[src/rtl/mem_arb_pkg.sv]
// Shared types for the unified-memory arbiter: FSM states and the grant encoding.
package mem_arb_pkg;

    typedef enum logic [1:0] {
        IDLE,
        ISSUE,
        WAIT,
        DONE
    } arb_state_t;

    typedef enum logic {
        GRANT_I,
        GRANT_D
    } grant_t;

endpackage

[src/rtl/mem_arb_pick.sv]
// Combinational winner select: D has priority unless I has been starved to the limit.
module mem_arb_pick
    import mem_arb_pkg::*;
(
    input  logic i_req,
    input  logic d_req,
    input  logic starved,
    output logic any_req,
    output logic pick_d
);

    grant_t winner;

    always_comb begin
        winner = GRANT_I;
        if (d_req && !(i_req && starved)) begin
            winner = GRANT_D;
        end
        any_req = i_req | d_req;
        pick_d  = (winner == GRANT_D);
    end

endmodule

[src/rtl/mem_arbiter.sv]
// Shares one single-ported memory between instruction fetch (I) and data (D) ports,
// one transaction in flight, fixed D>I priority with a starvation guard for I.
module mem_arbiter
    import mem_arb_pkg::*;
#(
    parameter int ADDR_W       = 32,
    parameter int DATA_W       = 32,
    parameter int MEM_LATENCY  = 2,
    parameter int STARVE_LIMIT = 4
) (
    input  logic              clk,
    input  logic              reset,
    input  logic              i_req,
    input  logic [ADDR_W-1:0] i_addr,
    output logic              i_ready,
    output logic [DATA_W-1:0] i_rdata,
    input  logic              d_req,
    input  logic              d_we,
    input  logic [ADDR_W-1:0] d_addr,
    input  logic [DATA_W-1:0] d_wdata,
    output logic              d_ready,
    output logic [DATA_W-1:0] d_rdata,
    output logic              mem_en,
    output logic              mem_we,
    output logic [ADDR_W-1:0] mem_addr,
    output logic [DATA_W-1:0] mem_wdata,
    input  logic [DATA_W-1:0] mem_rdata
);

    localparam int LAT_W = $clog2(MEM_LATENCY + 1);
    localparam int STV_W = $clog2(STARVE_LIMIT + 1);
    localparam logic [LAT_W-1:0] LAT_LOAD = LAT_W'(MEM_LATENCY);
    localparam logic [LAT_W-1:0] LAT_ONE  = LAT_W'(1);
    localparam logic [STV_W-1:0] STV_MAX  = STV_W'(STARVE_LIMIT);

    arb_state_t        state_q, state_d;
    grant_t            grant_q, grant_d;
    logic              we_q, we_d;
    logic [ADDR_W-1:0] addr_q, addr_d;
    logic [DATA_W-1:0] wdata_q, wdata_d;
    logic [LAT_W-1:0]  lat_cnt_q, lat_cnt_d;
    logic [STV_W-1:0]  starve_cnt_q, starve_cnt_d;
    logic              mem_en_q, mem_en_d;
    logic              mem_we_q, mem_we_d;
    logic              i_ready_q, i_ready_d;
    logic              d_ready_q, d_ready_d;
    logic [DATA_W-1:0] i_rdata_q, i_rdata_d;
    logic [DATA_W-1:0] d_rdata_q, d_rdata_d;

    logic any_req;
    logic pick_d;
    logic starved;

    assign starved = (starve_cnt_q == STV_MAX);

    mem_arb_pick u_pick (
        .i_req   (i_req),
        .d_req   (d_req),
        .starved (starved),
        .any_req (any_req),
        .pick_d  (pick_d)
    );

    always_comb begin
        state_d      = state_q;
        grant_d      = grant_q;
        we_d         = we_q;
        addr_d       = addr_q;
        wdata_d      = wdata_q;
        lat_cnt_d    = lat_cnt_q;
        starve_cnt_d = starve_cnt_q;
        mem_en_d     = 1'b0;
        mem_we_d     = 1'b0;
        i_ready_d    = 1'b0;
        d_ready_d    = 1'b0;
        i_rdata_d    = i_rdata_q;
        d_rdata_d    = d_rdata_q;

        case (state_q)
            IDLE: begin
                if (any_req) begin
                    state_d  = ISSUE;
                    mem_en_d = 1'b1;
                    if (pick_d) begin
                        grant_d  = GRANT_D;
                        we_d     = d_we;
                        addr_d   = d_addr;
                        wdata_d  = d_wdata;
                        mem_we_d = d_we;
                    end else begin
                        grant_d  = GRANT_I;
                        we_d     = 1'b0;
                        addr_d   = i_addr;
                        wdata_d  = '0;
                    end
                    // Count only grants that actually made I wait; saturate at the limit.
                    if (pick_d && i_req) begin
                        starve_cnt_d = starved ? starve_cnt_q : starve_cnt_q + 1'b1;
                    end else begin
                        starve_cnt_d = '0;
                    end
                end
            end
            ISSUE: begin
                if (we_q) begin
                    state_d   = DONE;
                    i_ready_d = (grant_q == GRANT_I);
                    d_ready_d = (grant_q == GRANT_D);
                end else begin
                    state_d   = WAIT;
                    lat_cnt_d = LAT_LOAD;
                end
            end
            WAIT: begin
                if (lat_cnt_q == LAT_ONE) begin
                    state_d   = DONE;
                    i_ready_d = (grant_q == GRANT_I);
                    d_ready_d = (grant_q == GRANT_D);
                    if (grant_q == GRANT_D) begin
                        d_rdata_d = mem_rdata;
                    end else begin
                        i_rdata_d = mem_rdata;
                    end
                end else begin
                    lat_cnt_d = lat_cnt_q - 1'b1;
                end
            end
            DONE: begin
                state_d = IDLE;
            end
            default: begin
                state_d = IDLE;
            end
        endcase
    end

    always_ff @(posedge clk) begin
        if (reset) begin
            state_q      <= IDLE;
            grant_q      <= GRANT_I;
            we_q         <= 1'b0;
            addr_q       <= '0;
            wdata_q      <= '0;
            lat_cnt_q    <= '0;
            starve_cnt_q <= '0;
            mem_en_q     <= 1'b0;
            mem_we_q     <= 1'b0;
            i_ready_q    <= 1'b0;
            d_ready_q    <= 1'b0;
            i_rdata_q    <= '0;
            d_rdata_q    <= '0;
        end else begin
            state_q      <= state_d;
            grant_q      <= grant_d;
            we_q         <= we_d;
            addr_q       <= addr_d;
            wdata_q      <= wdata_d;
            lat_cnt_q    <= lat_cnt_d;
            starve_cnt_q <= starve_cnt_d;
            mem_en_q     <= mem_en_d;
            mem_we_q     <= mem_we_d;
            i_ready_q    <= i_ready_d;
            d_ready_q    <= d_ready_d;
            i_rdata_q    <= i_rdata_d;
            d_rdata_q    <= d_rdata_d;
        end
    end

    // Memory-side outputs come only from flops, never from the request inputs.
    assign mem_en    = mem_en_q;
    assign mem_we    = mem_we_q;
    assign mem_addr  = addr_q;
    assign mem_wdata = wdata_q;
    assign i_ready   = i_ready_q;
    assign d_ready   = d_ready_q;
    assign i_rdata   = i_rdata_q;
    assign d_rdata   = d_rdata_q;

endmodule
[config.mk]
export PLATFORM = sky130hd
export DESIGN_NAME = mem_arbiter
export DESIGN_NICKNAME = d
export VERILOG_FILES = /design/src/rtl/mem_arb_pkg.sv /design/src/rtl/mem_arb_pick.sv /design/src/rtl/mem_arbiter.sv
export SDC_FILE = /design/constraint.sdc
export NUM_CORES = 1
export LEC_CHECK = 0
export ABC_AREA = 1
export CORE_ASPECT_RATIO = 1.1
export CORE_UTILIZATION = 35
export CTS_BUF_LIST = sky130_fd_sc_hd__clkbuf_16
export CTS_CLUSTER_DIAMETER = 60
export DETAILED_ROUTE_END_ITERATION = 8
export PLACE_DENSITY = 0.75
export SKIP_CTS_REPAIR_TIMING = 1
export SLEW_MARGIN = 25
export SYNTH_ARGS = -nofsm -noshare
export SYNTH_HDL_FRONTEND = slang
export SYNTH_SLANG_ARGS = --single-unit
[constraint.sdc]
create_clock -name clk -period 1.95 [get_ports clk]
set_input_delay 0.39 -clock clk [delete_from_list [all_inputs] [get_ports clk]]
set_output_delay 0.39 -clock clk [all_outputs]
set_load 0.02 [all_outputs]
==> summary.txt <==
Route
  – Vias post-DR: 6073
  – Routed vias/inst: 4.97
  – Post-route ant nets: 0
  – TritonRoute pass-1 iters: 6
  – Routed WL: 17800 um
  – DRC violations left: 0
  – Drt wl/cell: 14.6 um
  – Drt initial violations: 340

Pwr
  – PD cells: 1070 nW/um^2
  – Maximum resistive drop on vdd: 0.614 mV
  – Static leakage: 3.56 nW

Placement
  – Post-DP HPWL: 12300 um
  – Port Buffer Count: 264
  – Placed cell area: 8620 sq um
  – Pre-CTS setup slack: 0.0510 ns
  – GPL Wtd Cong: 0.772

STA
  – Clock period minus worst slack: 1.80 ns
  – Slew @ Worst Pin: 0.767 ns
  – Slew Viols, Final: 0
  – Max Clock Freq: 554 MHz
  – Fin. Hold Viols: 0
  – Unrepaired setup endpoints after global routing: no
  – Final TNS setup: 0 ns
  – Setup ws final: 0.146 ns
  – Period utilization: 0.925
  – # setup viols final: 0
  – Slew headroom: 0.488
  – Fin Clk Skew: 0.00936 ns

Synth
  – Primary FF master, synth: dfxtp_1
  – Synth unique cells: 24
  – Post-synth EDFFs: 0
  – Average size of a mapped cell: 7.55 sq um
  – Synth Instances: 766
  – Synth warn: 0
  – Syn Nets: 906
  – Synth Cell Area: 5780 sq um
  – Post-synthesis sequential area ratio: 0.488
  – Yosys reg bits: 141
  – FFs w/ async S/R, synth: 0

Floorplanning
  – Die area: 17000 sq um
  – FP Rows: 48
  – Die Width: 125 um
  – Boundary Pins: 265
  – Die Y: 137 um
  – Initial Util: 0.363
  – Core ar.: 15900 sq um

Critical path
  – RR Startpoint: state_q[0]
  – Worst endpoint data arrival time: 1.41 ns
  – Req. time, crit path: 1.56 ns
  – Largest stage delay, worst path: 0.63 ns
  – WS Path Type: reg -> out
  – Crit path buf inv count: 1
  – Top delay family on crit path: buffers and inverters
  – Worst setup startpoint: mem_addr[1]
  – CP Cell Sequence: clkdlybuf4s50_1
  – Largest fanout on the critical path: 2
  – Crit start category: register
  – Worst Setup End Kind: output port
  – Critical path's slowest cell: clkdlybuf4s50_1

Run status
  – Run status: completed

Clock network
  – Clk root buf: clkbuf_16
  – Max H-tree Level: 4
  – Clk slew on worst S/H paths: 0.06 ns
  – Num Clock Sinks: 141
  – Clk Latency, worst-skew pair: 0.42 ns
  – TritonCTS Buffers: 17
  – CTS tree: done
  – Longest Clk Path Bufs: 2

Cells and area
  – Fillers: 1455
  – Design area: 9240 sq um
  – Fraction of layout cells with a size suffix above 1: 0.0637
  – Most common cell after layout, fill and taps aside: clkdlybuf4s50_1
  – Fin nets: 1147
  – Most frequent cells in the layout: clkdlybuf4s50_1 (262), dfxtp_1 (141), nor2_1 (137), nand2_1 (119), a21oi_1 (70)
  – Synth-to-Final Area Change: 59.7%
  – Post-layout util: 0.580

GRT
  – GRT Max-Usage Layer: met2
  – Met3 Use GR: 0.0680
  – First-pass GRT wire length: 28800 um
  – Met2 GRT Util: 0.366
  – Antenna violations before repair: 1
  – Vias in the first global route: 5701
  – M1 GR Usage: 0.247
  – Gr usage total: 0.213
  – Largest net degree at the start of global routing: 69
  – Grt total ovfl: 0

Worst hold path
  – Hold Path Origin: reset
  – Hold Crit Class: in -> reg

Job
  – Number of max-cap violations: 0
per-layer routing:
layer | up-vias | share of wire
met5 | - | 0
met4 | 0 | 0.018
met3 | 22 | 0.078
met2 | 210 | 0.49
met1 | 2788 | 0.42
li1 | 3053 | -
layout make-up:
cell class | instances | area [sq um] | share of cell area
diodes | 1 | 2.50 | 0.000271
clock buffers | 17 | 425 | 0.0461
clock inverters | 15 | 188 | 0.0203
inverters | 16 | 60.1 | 0.00650
multi-input cells | 543 | 2600 | 0.281
flip-flops and latches | 141 | 2820 | 0.306
well taps | 200 | 250 | 0.0271
repair buffers | 288 | 2890 | 0.313
state kept, by name, indices dropped and copies added, names as in the netlist:
register and cells:
d_rdata 32, i_rdata 32, mem_addr 32, mem_wdata 32, starve_cnt_q 3, lat_cnt_q 2, state_q 2, d_ready 1
grant_q 1, i_ready 1, mem_en 1, mem_we 1, we_q 1
synth_stat cells, types with 3 or more instances:
master / n / area (sq um)
a21boi_0: 22 / 165
a21boi_1: 10 / 75.1
a21oi_1: 70 / 350
buf_1: 7 / 26.3
buf_2: 29 / 145
buf_6: 3 / 33.8
clkbuf_1: 27 / 101
dfxtp_1: 141 / 2820
ha_1: 7 / 87.6
inv_1: 14 / 52.6
nand2_1: 119 / 447
nand3_1: 69 / 345
nand4_1: 34 / 213
nor2_1: 137 / 514
o21ai_0: 64 / 320
o21ai_1: 3 / 15.0
stage by stage:
stage / hold WS, ns / total power, mW / cells
after floorplan: 0.456 / 5.22 / 766
after global placement: 0.448 / 6.54 / 1188
after detailed placement: 0.451 / 6.57 / 1188
after CTS: 0.350 / 9.94 / 1220
after global routing: 0.384 / 10.4 / 1221
final: 0.370 / 9.85 / 1221
kinds of logic after synthesis:
group | Yosys count | synth area share
AND/OR/NAND/NOR | 366 | 0.272
buffers and inverters | 82 | 0.0634
adder cells (fa/ha/maj) | 7 | 0.0151
flip-flops | 141 | 0.488
AO/OA/AOI/OAI | 170 | 0.162
final timing paths:
check                           cells after the start         endpoint  slack [ns]
worst min-delay path                                4     lat_cnt_q[1]        0.37
worst max-delay path                                1      mem_addr[1]        0.15
worst min register to register                      2       d_rdata[3]        0.46
worst max register to register                      7  starve_cnt_q[0]        0.34
power breakdown:
group / internal (mW) / switching, mW / total (mW)
Combinational: 1.37 / 1.68 / 3.05
Sequential: 3.26 / 0.196 / 3.46
Clock: 2.03 / 1.31 / 3.34
Total: 6.66 / 3.19 / 9.85
Note: power is estimated with default switching activity, not from simulation.
